File: config.mk
export PLATFORM = sky130hd
export DESIGN_NAME = serial_addsub_flat
export DESIGN_NICKNAME = d
export VERILOG_FILES = /design/src/rtl/serial_addsub_if.sv /design/src/rtl/serial_addsub.sv /design/src/flat_wrapper.sv
export SDC_FILE = /design/constraint.sdc
export NUM_CORES = 1
export LEC_CHECK = 0
export ABC_AREA = 1
export CAP_MARGIN = 20
export CORE_ASPECT_RATIO = 1.25
export CORE_MARGIN = 10
export CORE_UTILIZATION = 51
export CTS_CLUSTER_DIAMETER = 40
export CTS_CLUSTER_SIZE = 24
export DETAILED_ROUTE_END_ITERATION = 12
export PLACE_DENSITY = 0.9
export REMOVE_ABC_BUFFERS = 1
export SLEW_MARGIN = 30
export SYNTH_ARGS = -nofsm -noshare
export SYNTH_HDL_FRONTEND = slang
export SYNTH_SLANG_ARGS = --single-unit
File: constraint.sdc
create_clock -name clk -period 1.4 [get_ports clk]
set_input_delay 0.35 -clock clk [delete_from_list [all_inputs] [get_ports clk]]
set_output_delay 0.35 -clock clk [all_outputs]
set_load 0.03 [all_outputs]
File: src/rtl/serial_addsub_if.sv
// rtl/serial_addsub_if.sv - start/done handshake and result bus for serial_addsub
// Optional macro SERIAL_ADDSUB_ZERO_FLAG_EN adds the zero result flag.
interface serial_addsub_if #(
   parameter int WIDTH = 8
);
   logic             start;
   logic             sub;
   logic [WIDTH-1:0] a;
   logic [WIDTH-1:0] b;
   logic             busy;
   logic             done;
   logic [WIDTH-1:0] sum;
   logic             cout;
   logic             ovf;
`ifdef SERIAL_ADDSUB_ZERO_FLAG_EN
   logic             zero;

   modport master (output start, sub, a, b, input busy, done, sum, cout, ovf, zero);
   modport slave  (input start, sub, a, b, output busy, done, sum, cout, ovf, zero);
`else
   modport master (output start, sub, a, b, input busy, done, sum, cout, ovf);
   modport slave  (input start, sub, a, b, output busy, done, sum, cout, ovf);
`endif
endinterface

File: src/rtl/serial_addsub.sv
// rtl/serial_addsub.sv - digit-serial add/subtract unit, LSB-first, DIGIT bits per clock
// Optional macro SERIAL_ADDSUB_ZERO_FLAG_EN adds a registered zero-result flag.
module serial_addsub #(
   parameter int WIDTH = 8,
   parameter int DIGIT = 1
) (
   input  logic            clk,
   input  logic            rst,
   serial_addsub_if.slave  bus
);
   localparam int N  = WIDTH / DIGIT;
   localparam int CW = (N > 1) ? $clog2(N) : 1;

   typedef enum logic [1:0] {IDLE, RUN, DONE} state_t;

   state_t           state_q, state_d;
   logic [WIDTH-1:0] opa_q, opa_d;
   logic [WIDTH-1:0] opb_q, opb_d;
   logic [WIDTH-1:0] sum_q, sum_d;
   logic             carry_q, carry_d;
   logic             cout_q, cout_d;
   logic             ovf_q, ovf_d;
   logic [CW-1:0]    cnt_q, cnt_d;
`ifdef SERIAL_ADDSUB_ZERO_FLAG_EN
   logic             zero_q, zero_d;
`endif

   logic [DIGIT:0]   slice;
   logic [WIDTH-1:0] slice_ext;
   logic             msb_cin;

   // Ripple slice on the low digit; carry into the top bit is recovered from its sum bit
   always_comb begin
      slice     = {1'b0, opa_q[DIGIT-1:0]} + {1'b0, opb_q[DIGIT-1:0]} + {{DIGIT{1'b0}}, carry_q};
      slice_ext = WIDTH'(slice[DIGIT-1:0]);
      msb_cin   = opa_q[DIGIT-1] ^ opb_q[DIGIT-1] ^ slice[DIGIT-1];
   end

   // Next-state and datapath: accept in IDLE/DONE, shift one digit per RUN cycle
   always_comb begin
      state_d = state_q;
      opa_d   = opa_q;
      opb_d   = opb_q;
      sum_d   = sum_q;
      carry_d = carry_q;
      cout_d  = cout_q;
      ovf_d   = ovf_q;
      cnt_d   = cnt_q;
`ifdef SERIAL_ADDSUB_ZERO_FLAG_EN
      zero_d  = zero_q;
`endif
      case (state_q)
         IDLE, DONE: begin
            state_d = IDLE;
            if (bus.start) begin
               opa_d   = bus.a;
               opb_d   = bus.sub ? ~bus.b : bus.b;
               carry_d = bus.sub;
               cnt_d   = '0;
               sum_d   = '0;
               cout_d  = 1'b0;
               ovf_d   = 1'b0;
`ifdef SERIAL_ADDSUB_ZERO_FLAG_EN
               zero_d  = 1'b0;
`endif
               state_d = RUN;
            end
         end
         RUN: begin
            sum_d   = (sum_q >> DIGIT) | (slice_ext << (WIDTH - DIGIT));
            opa_d   = opa_q >> DIGIT;
            opb_d   = opb_q >> DIGIT;
            carry_d = slice[DIGIT];
            cnt_d   = cnt_q + 1'b1;
            if (cnt_q == CW'(N - 1)) begin
               cout_d  = slice[DIGIT];
               ovf_d   = msb_cin ^ slice[DIGIT];
`ifdef SERIAL_ADDSUB_ZERO_FLAG_EN
               zero_d  = (sum_d == '0);
`endif
               state_d = DONE;
            end
         end
         default: state_d = IDLE;
      endcase
   end

   // State and datapath registers; reset aborts any operation in flight
   always_ff @(posedge clk) begin
      if (rst) begin
         state_q <= IDLE;
         opa_q   <= '0;
         opb_q   <= '0;
         sum_q   <= '0;
         carry_q <= 1'b0;
         cout_q  <= 1'b0;
         ovf_q   <= 1'b0;
         cnt_q   <= '0;
`ifdef SERIAL_ADDSUB_ZERO_FLAG_EN
         zero_q  <= 1'b0;
`endif
      end else begin
         state_q <= state_d;
         opa_q   <= opa_d;
         opb_q   <= opb_d;
         sum_q   <= sum_d;
         carry_q <= carry_d;
         cout_q  <= cout_d;
         ovf_q   <= ovf_d;
         cnt_q   <= cnt_d;
`ifdef SERIAL_ADDSUB_ZERO_FLAG_EN
         zero_q  <= zero_d;
`endif
      end
   end

   assign bus.busy = (state_q == RUN);
   assign bus.done = (state_q == DONE);
   assign bus.sum  = sum_q;
   assign bus.cout = cout_q;
   assign bus.ovf  = ovf_q;
`ifdef SERIAL_ADDSUB_ZERO_FLAG_EN
   assign bus.zero = zero_q;
`endif
endmodule

File: src/flat_wrapper.sv
// flat-port wrapper written by rule: the top's interface ports become plain ports
module serial_addsub_flat 
#(
   parameter int WIDTH = 8,
   parameter int DIGIT = 1
)
  (clk, rst, bus_start, bus_sub, bus_a, bus_b, bus_busy, bus_done, bus_sum, bus_cout, bus_ovf);
  serial_addsub_if #(.WIDTH(WIDTH)) bus_i ();
  input  logic clk;
  input  logic rst;
  input wire logic [$bits(bus_i.start)-1:0] bus_start;
  input wire logic [$bits(bus_i.sub)-1:0] bus_sub;
  input wire logic [$bits(bus_i.a)-1:0] bus_a;
  input wire logic [$bits(bus_i.b)-1:0] bus_b;
  output wire logic [$bits(bus_i.busy)-1:0] bus_busy;
  output wire logic [$bits(bus_i.done)-1:0] bus_done;
  output wire logic [$bits(bus_i.sum)-1:0] bus_sum;
  output wire logic [$bits(bus_i.cout)-1:0] bus_cout;
  output wire logic [$bits(bus_i.ovf)-1:0] bus_ovf;
  assign bus_i.start = bus_start;
  assign bus_i.sub = bus_sub;
  assign bus_i.a = bus_a;
  assign bus_i.b = bus_b;
  assign bus_busy = bus_i.busy;
  assign bus_done = bus_i.done;
  assign bus_sum = bus_i.sum;
  assign bus_cout = bus_i.cout;
  assign bus_ovf = bus_i.ovf;
  serial_addsub #(.WIDTH(WIDTH), .DIGIT(DIGIT)) u_core (.clk(clk), .rst(rst), .bus(bus_i));
endmodule
==> out/summary.txt, run 1 <==
worst clock skew - 0.008003 ns
CP max stage delay - 0.40 ns
overall power - 2074 uW
Final setup viols - 0
final setup TNS - 0 ns
post-synth cell types - 24
Die W - 70.14 um
crit path capture type - primary output
row count - 22
layout cells sized above 1 - 17.92%
sequential area share after synthesis - 39.97%
CTS tree - built
GR met1 Demand/Resource - 13.26%
Post-Synth XOR/XNOR Area - 0.5464%
crit-path leading delay family - flip-flops
final weighted congestion in routability-driven placement - 0.7794
Hold Fails Final Rpt - 0
Die Span Y - 82.68 um
# clock sinks - 32
WP data required - 1.05 ns
post-DR vias/cell - 4.838
complex-gate fraction of the synthesized area - 8.275%
Main synth FF type - dfxtp_1
Inst Count DP - 303
DR WL/cell - 11.00 um
Synth Register Bits - 32
power density cells - 994.0 nW/um^2
maximum vdd drop - 0.0008535 V
Fmax achieved - 727.2 MHz
via count - 1524
antenna violations before repair - 0
DP HPWL - 2598 um
Worst Hold Class - reg2reg
initial DRC count - 100
Avg Cell Area, Syn - 6.820 sq um
CP Buf/Inv Count - 2
Mapped Area - 1603 sq um
WS Path Type - reg2out
launching element type of the critical path - flop
max cap viols - 0
CTS max path bufs - 2
Top Ports - 32
root buffer cell - clkbuf_4
met2 usage - 21.69%
Post-Place Cell Area - 1964 sq um
most frequent cells in the layout - nand2_1, inv_1, dfxtp_1
routing usage on met3 - 4.296%
GRT Total Usage - 12.52%
# DRC - 0
period utilisation layout - 98.23%
Final Cell Area - 2087 sq um
pre-CTS WS - -0.2033 ns
Pre-Repair DR Iteration Count - 4
most common cell after layout, fill and taps aside - nand2_1
Core Region - 2973 sq um
PortBufs - 31
Simple-Gate Fraction of Synth Area - 35.44%
Async SR Flop Fraction - 0%
number of global-route vias before repair - 1451
status - complete, no violations
R2R Setup Slk - 0.03 ns
CTS Buf Count - 5
grt peak-use layer - met2
Layout area overhead - 30.21%
H-tree Lvls - 2
Slew headroom - 79.04%
non-filler cells, final - 315
RSZ-0062 raised after global routing - true
slowest CP cell - dfxtp_4
worst skew pair latency - 0.34 ns
crit path cell chain - inv_6 -> nor2_8 -> buf_6
initial core utilization - 53.91%
fin crit period - 1.375 ns
first-pass GRT wire length - 6058 um
worst setup margin - 0.02482 ns
Final Slew Violations - 0
Hold Buf Count CTS - 0
antenna viol nets, final - 0
final wirelength - 3465 um
Post-Syn Instances - 235
Nets - 301
GR Overflow Total - 0
largest family of logic cells by synthesized area - simple AND/OR/NAND/NOR gates
n_diodes - 0
Synth Area in Adders - 2.810%
largest net degree at the start of global routing - 21
mux share of post-synthesis cell area - 0%
CP arrival - 1.03 ns
Clk pin slew, worst setup/hold paths - 0.10 ns
Post-synth EDFFs - 0
Ys Warns - 0
Leak - 0.001013 uW
area of the die - 5799 sq um
measured slew at the worst slew-check pin - 0.3140 ns
CP max FO - 4
[final cells by class]
class / instances / area [sq um]
fillers: 252 / 885.9
multi-input cells: 161 / 757.0
flip-flops and latches: 32 / 650.6
repair buffers: 46 / 431.7
inverters: 32 / 126.4
well taps: 36 / 45.04
clock buffers: 6 / 41.29
clock inverters: 2 / 35.03
[flip-flops by register name, summed over array words and instances, names as in the netlist]
signal           cells
u_core.bus.ovf       1
u_core.bus.sum       8
u_core.state_q       2
u_core.opa_q         8
u_core.cnt_q         3
u_core.opb_q         8
u_core.bus.cout      1
u_core.carry_q       1
[through the flow]
stage                     hold slack (ns)  util [%]
after detailed placement           0.4502     66.08
after CTS                          0.4632     69.49
after global routing               0.4939     70.20
after floorplan                    0.4124         -
final                              0.4657     70.20
after global placement             0.4461     66.08
[worst paths after layout]
kind	from	endpoint	depth (start not counted)
worst max-delay path	u_core.state_q[0]	bus_busy	3
worst min-delay path	u_core.cnt_q[0]	u_core.cnt_q[0]	1
worst max register to register	u_core.opa_q[0]	u_core.bus.ovf	6
worst min register to register	u_core.cnt_q[0]	u_core.cnt_q[0]	1
[power breakdown]
group	leakage, uW	total, uW	switching [uW]	internal (uW)
clock network	0.0000422	681	307	374
logic	0.000708	406	214	192
registers	0.000264	988	31.6	956
[synthesized netlist by cell type, types with 2 or more instances]
cell type / count / area [sq um]
inv_1: 29 / 108.9
o21ai_0: 3 / 15.01
buf_6: 4 / 45.04
ha_1: 2 / 25.02
a21oi_2: 2 / 17.52
nor2_1: 5 / 18.77
dfxtp_1: 32 / 640.6
a21oi_1: 20 / 100.1
clkbuf_1: 3 / 11.26
nand2_4: 3 / 33.78
nand3_1: 21 / 105.1
nand2_1: 99 / 371.6
[cells by family (layout without fill, tap and decap cells)]
logic type | Yosys count | in the layout
compound gates | 25 | 25
xor+xnor | 1 | 1
fa+ha+maj | 3 | 3
buf+inv | 42 | 86
flops | 32 | 32
simple gates | 132 | 132
[metal layers]
metal | vias up | wire [um]
met5 | - | 0
met4 | 0 | 76
met3 | 8 | 197
met2 | 39 | 1639
met1 | 671 | 1551
li1 | 806 | -
[repair_timing]
action / CTS / global route
buffers inserted: 1 / 3
gates resized for setup: 20 / 9
endpoints found under the setup margin: 7 / 5
pin swaps: 0 / 3
hold endpoints to repair: 0 / 0
(Power assumes the default switching activity.)
==> run 2: changes to the inputs <==
--- a/config.mk
+++ b/config.mk
@@ -15,6 +15,7 @@
 export DETAILED_ROUTE_END_ITERATION = 12
 export PLACE_DENSITY = 0.9
 export REMOVE_ABC_BUFFERS = 1
+export SETUP_SLACK_MARGIN = 0.3
 export SLEW_MARGIN = 30
 export SYNTH_ARGS = -nofsm -noshare
 export SYNTH_HDL_FRONTEND = slang
==> run 2 against run 1 <==
  * The flow now finishes with violations (setup timing)
  * Non-clock buffer count up 16
  * Sequential cell count unchanged
  * Routed wire length up 76%
  * Clock power up 3%
  * Via count up 22%
  * Sequential share of layout area down 6.4 points
  * Cell area up 30%
  * Global-route usage up 3.3 points
  * Critical path depth up 2
  * Sequential power about the same
  * Count of clock-buffer cells in the layout unchanged
  * Critical path type is now reg2reg
==> out/summary.txt, run 2 (synthesized netlist as in run 1, its figures left out) <==
largest net degree at the start of global routing - 21 (unchanged)
row count - 22 (unchanged)
launching element type of the critical path - flop
layout cells sized above 1 - 47.65% (+30 points)
Fmax achieved - 665.9 MHz (-8.4%)
RSZ-0062 raised after global routing - true
H-tree Lvls - 2 (unchanged)
initial core utilization - 53.91% (unchanged)
slowest CP cell - fa_2
final setup TNS - -0.1082 ns (-0.1082 ns)
FILL cells - 129 (-49%)
Post-Place Cell Area - 1964 sq um (unchanged)
post-DR vias/cell - 5.575 (+15%)
grt peak-use layer - met2
DR WL/cell - 18.22 um (+66%)
WP data required - 1.68 ns (+0.63 ns)
Hold Buf Count CTS - 0 (unchanged)
via count - 1862 (+22%)
routing usage on met3 - 5.609% (+1.3 points)
crit path cell chain - fa_2 -> nor2_1 -> o21ai_0 -> nand3_1 -> nand2_1
Pre-Repair DR Iteration Count - 4 (unchanged)
GR Overflow Total - 0 (unchanged)
Final Cell Area - 2714 sq um (+30%)
Core Region - 2973 sq um (unchanged)
Hold Fails Final Rpt - 0 (unchanged)
Slew headroom - 77.37% (-1.7 points)
first-pass GRT wire length - 7417 um (+22%)
max cap viols - 0 (unchanged)
crit-path leading delay family - adder cells
area occupied by multi-input gates - 1052 sq um (+39%)
antenna viol nets, final - 0 (unchanged)
status - finished with violations
Die Span Y - 82.68 um (unchanged)
antenna violations before repair - 0 (unchanged)
initial DRC count - 100 (unchanged)
Die W - 70.14 um (unchanged)
GR met1 Demand/Resource - 14.80% (+1.5 points)
PortBufs - 31 (unchanged)
most common cell after layout, fill and taps aside - nand2_1
area of the die - 5799 sq um (unchanged)
fin crit period - 1.502 ns (+0.1266 ns)
CP arrival - 1.78 ns (+0.75 ns)
failing checks - setup timing
DP HPWL - 2598 um (unchanged)
most frequent cells in the layout - nand2_1, inv_1, buf_6
number of global-route vias before repair - 1700 (+17%)
crit path capture type - flop
final hold slack - 0.4504 ns (-0.01535 ns)
power density cells - 878.4 nW/um^2 (-12%)
n_diodes - 0 (unchanged)
worst setup margin - -0.1018 ns (-0.1266 ns)
Leak - 0.001419 uW (+40%)
CP Buf/Inv Count - 0 (-2)
Final Slew Violations - 0 (unchanged)
CTS max path bufs - 2 (unchanged)
CP max FO - 3 (-1)
Final setup viols - 2 (+2)
root buffer cell - clkbuf_4
measured slew at the worst slew-check pin - 0.3391 ns (+0.02509 ns)
Nets - 320 (+6.3%)
CTS Buf Count - 5 (unchanged)
Top Ports - 32 (unchanged)
worst skew pair latency - 0.35 ns (about the same)
FF/Latch Area - 673.1 sq um (+3.5%)
met2 usage - 29.04% (+7.4 points)
# clock sinks - 32 (unchanged)
period utilisation layout - 107.3% (+9.0 points)
Worst Hold Class - reg2reg
GRT Total Usage - 15.81% (+3.3 points)
final weighted congestion in routability-driven placement - 0.7794 (unchanged)
CTS tree - built
# DRC - 0 (unchanged)
worst clock skew - 0.01202 ns (+0.004016 ns)
CP max stage delay - 0.60 ns (+0.20 ns)
WS Path Type - reg2reg
Clk pin slew, worst setup/hold paths - 0.11 ns (about the same)
final wirelength - 6085 um (+76%)
Layout area overhead - 69.32%
maximum vdd drop - 0.0009867 V (+16%)
[run 2: changes by cell type in the layout (fill, tap and decap cells not counted), moves of 4 or more]
cell     delta
dfxtp_1    -12
buf_6      +19
inv_2       +5
nand3_1     -8
a21oi_2    +17
nand2_2    +12
inv_1       -6
nand2_4    +14
a21oi_1    -17
nand3_2     +8
buf_4       -4
dfxtp_2     +9
nand2_1    -29
[run 2: routing by layer]
layer  wire length [um]  vias to the layer above
met5                  0                        -
met4                257                        0
li1                   -                      848
met3                365                       31
met1               2275                      889
met2               3187                       94
[run 2: timing repair]
action | CTS | global route
setup endpoints to repair | 42 | 43
setup buffers | 11 | 7
resized for setup | 92 | 83
cloned | 2 | 3
pin swaps | 18 | 25
[run 2: final timing paths]
kind	startpoint	to	slack, ns	cells past startpoint
worst max-delay path	u_core.carry_q	u_core.bus.ovf	-0.10	5
worst min-delay path	u_core.cnt_q[0]	u_core.cnt_q[0]	0.45	1
worst max register to register	u_core.carry_q	u_core.bus.ovf	-0.10	5
worst min register to register	u_core.cnt_q[0]	u_core.cnt_q[0]	0.45	1
[run 2: area by class of cell]
class / count / area share [%]
multi-input combinational: 161 / 38.77
timing repair buffer: 62 / 25.45
sequential: 32 / 24.80
inverter: 32 / 5.164
tap: 36 / 1.660
clock buffer: 6 / 1.521
timing repair inverter: 3 / 1.337
clock inverter: 2 / 1.291
[run 2: metrics by stage]
step | std cells | setup WS [ns] | power, uW | util, %
after CTS | 324 | 0.01485 | 2180 | 79.00
after global placement | 303 | -0.1650 | 1380 | 66.08
after detailed placement | 303 | -0.2033 | 1390 | 66.08
after floorplan | 225 | 0.1221 | 1219 | -
final | 334 | -0.1018 | 2384 | 91.29
after global routing | 334 | -0.1583 | 2463 | 91.29
[run 2: power by group]
part / internal [uW] / switching [uW] / total, uW
Clock: 374 / 325 / 700
Sequential: 954 / 53.6 / 1010
Combinational: 310 / 367 / 677
[run 2: worst reg2reg max path, delay by kind of cell, from the launching register on]
kind	cells	cell delay [ns]
flops	1	0.35
simple gates	3	0.25
fa+ha+maj	1	0.60
compound gates	1	0.23
==> run 3: changes to the inputs <==
--- a/config.mk
+++ b/config.mk
@@ -9,11 +9,11 @@
 export CAP_MARGIN = 20
 export CORE_ASPECT_RATIO = 1.25
 export CORE_MARGIN = 10
-export CORE_UTILIZATION = 51
+export CORE_UTILIZATION = 45
 export CTS_CLUSTER_DIAMETER = 40
 export CTS_CLUSTER_SIZE = 24
 export DETAILED_ROUTE_END_ITERATION = 12
-export PLACE_DENSITY = 0.9
+export PLACE_DENSITY = 0.82
 export REMOVE_ABC_BUFFERS = 1
 export SETUP_SLACK_MARGIN = 0.3
 export SLEW_MARGIN = 30
==> run 3 against run 2 <==
  * The flow now finishes without violations
  * Highest routed layer unchanged
  * Count of clock-buffer cells in the layout is 1 lower
  * Routed wire length is 5.9% lower
  * Sequential cell count unchanged
  * Total power is 12% higher
  * Maximum frequency rose by 8.7%
  * Critical path depth rose by 1
  * Clock power rose by 31%
  * Critical path type unchanged
  * Die area rose by 9.7%
  * Non-clock buffer count rose by 9
  * Register-to-register slack gained 0.12 ns
==> out/summary.txt, run 3 (synthesized netlist as in run 1, its figures left out) <==
worst clock skew - 0.01803 ns (+0.006010 ns)
worst setup margin - 0.01895 ns (+0.1208 ns)
# clock sinks - 32 (unchanged)
non-filler cells, final - 345 (+3.3%)
status - complete, no violations
worst skew pair latency - 0.30 ns (-0.05 ns)
worst setup path startpoint - u_core.opa_q[0]
most frequent cells in the layout - nand2_1, nand2_4, inv_1, buf_6
Inst Count DP - 305 (+0.66%)
CTS tree - built
antenna viol nets, final - 0 (unchanged)
first-pass GRT wire length - 7486 um (+0.93%)
Worst Hold Class - reg2reg
Worst Reg-to-Reg Cells - 6 (+1)
final wirelength - 5725 um (-5.9%)
final weighted congestion in routability-driven placement - 0.7785 (-0.12%)
Leak - 0.001553 uW (+9.5%)
period utilisation layout - 98.65% (-8.6 points)
crit path capture type - flop
Die Span Y - 86.73 um (+4.9%)
antenna violations before repair - 0 (unchanged)
Worst Hold Launch - u_core.cnt_q[0]
Layout area overhead - 85.25%
Fmax achieved - 724.1 MHz (+8.7%)
initial core utilization - 46.41% (-7.5 points)
final setup TNS - 0 ns (+0.1082 ns)
maximum vdd drop - 0.0009665 V (-2.1%)
Die W - 73.38 um (+4.6%)
GR Overflow Total - 0 (unchanged)
R2R Path Start - u_core.opa_q[0]
Pre-Repair DR Iteration Count - 4 (unchanged)
via count - 1756 (-5.7%)
final hold slack - 0.4508 ns (+0.0003980 ns)
row count - 24 (+9.1%)
root buffer cell - clkbuf_8
DR WL/cell - 16.59 um (-8.9%)
area of the die - 6364 sq um (+9.7%)
GRT Total Usage - 14.84% (-0.98 points)
most common cell after layout, fill and taps aside - nand2_1
CTS Buf Count - 5 (unchanged)
Final Slew Violations - 0 (unchanged)
power density cells - 899.6 nW/um^2 (+2.4%)
Nets - 328 (+2.5%)
# DRC - 0 (unchanged)
initial DRC count - 96 (-4.0%)
Hold Fails Final Rpt - 0 (unchanged)
measured slew at the worst slew-check pin - 0.3456 ns (+0.006433 ns)
fin crit period - 1.381 ns (-0.1208 ns)
Worst Hold Depth - 1 (unchanged)
Clk pin slew, worst setup/hold paths - 0.09 ns (-0.02 ns)
DP HPWL - 2551 um (-1.8%)
layout cells sized above 1 - 54.25% (+6.6 points)
Slew headroom - 76.94% (-0.43 points)
PortBufs - 31 (unchanged)
Core Region - 3453 sq um (+16%)
max cap viols - 0 (unchanged)
post-DR vias/cell - 5.090 (-8.7%)
CP max FO - 3 (unchanged)
largest net degree at the start of global routing - 15 (-29%)
WP data required - 1.60 ns (-0.08 ns)
number of global-route vias before repair - 1680 (-1.2%)
Final setup viols - 0 (-2)
launching element type of the critical path - flop
WS Path Type - reg2reg
RSZ-0062 raised after global routing - true
Top Ports - 32 (unchanged)
n_diodes - 0 (unchanged)
CP arrival - 1.58 ns (-0.20 ns)
H-tree Lvls - 2 (unchanged)
CTS max path bufs - 2 (unchanged)
Final Util - 85.98% (-5.3 points)
pre-CTS WS - -0.2036 ns (-0.0003090 ns)
run 3: routing by layer:
metal | GRT usage [%] | routed length [um] | vias up
met3 | 6.064 | 340 | 11
met5 | 0 | 0 | -
li1 | - | - | 861
met1 | 13.90 | 2028 | 842
met4 | 5.093 | 90 | 0
met2 | 27.80 | 3266 | 42
run 3: final cells by class:
class / count / area, sq um
inverter: 32 / 140.1
fill: 172 / 484.2
sequential: 32 / 673.1
multi-input combinational: 161 / 1157
clock buffer: 5 / 68.82
clock inverter: 3 / 42.54
tap: 39 / 48.80
timing repair inverter: 2 / 27.53
timing repair buffer: 71 / 810.8
run 3: where the power goes:
part           switching (uW)  total [uW]  internal (uW)  leakage, uW
clock                     388         915            527    0.0000541
combinational             387         756            369      0.00123
sequential               46.0        1000            954     0.000270
total                     821        2670           1850      0.00155
run 3: final timing paths:
| check | endpoint | slack, ns |
|---|---|---|
| max | u_core.bus.ovf | 0.02 |
| min | u_core.cnt_q[0] | 0.45 |
| max reg2reg | u_core.bus.ovf | 0.02 |
| min reg2reg | u_core.cnt_q[0] | 0.45 |
run 3: stage by stage:
stage,power [uW],cell area [sq um]
after global placement,1376,1946
after detailed placement,1386,1946
final,2671,2969
after floorplan,1219,1519
after global routing,2773,2969
after CTS,2422,2439
run 3: critical path, stage by stage (launching register included):
cell and delay (ns):
dfxtp_2 0.34, fa_2 0.60, nor2_2 0.05, nor2_1 0.11
nand2_1 0.06, nand3_1 0.08, nand2_1 0.05
run 3: timing repair:
item / CTS / global route
resized for setup: 73 / 129
hold buffers: 0 / 0
endpoints found under the setup margin: 42 / 44
pin swaps: 15 / 41
buffers inserted: 15 / 11
gates cloned: 5 / 1
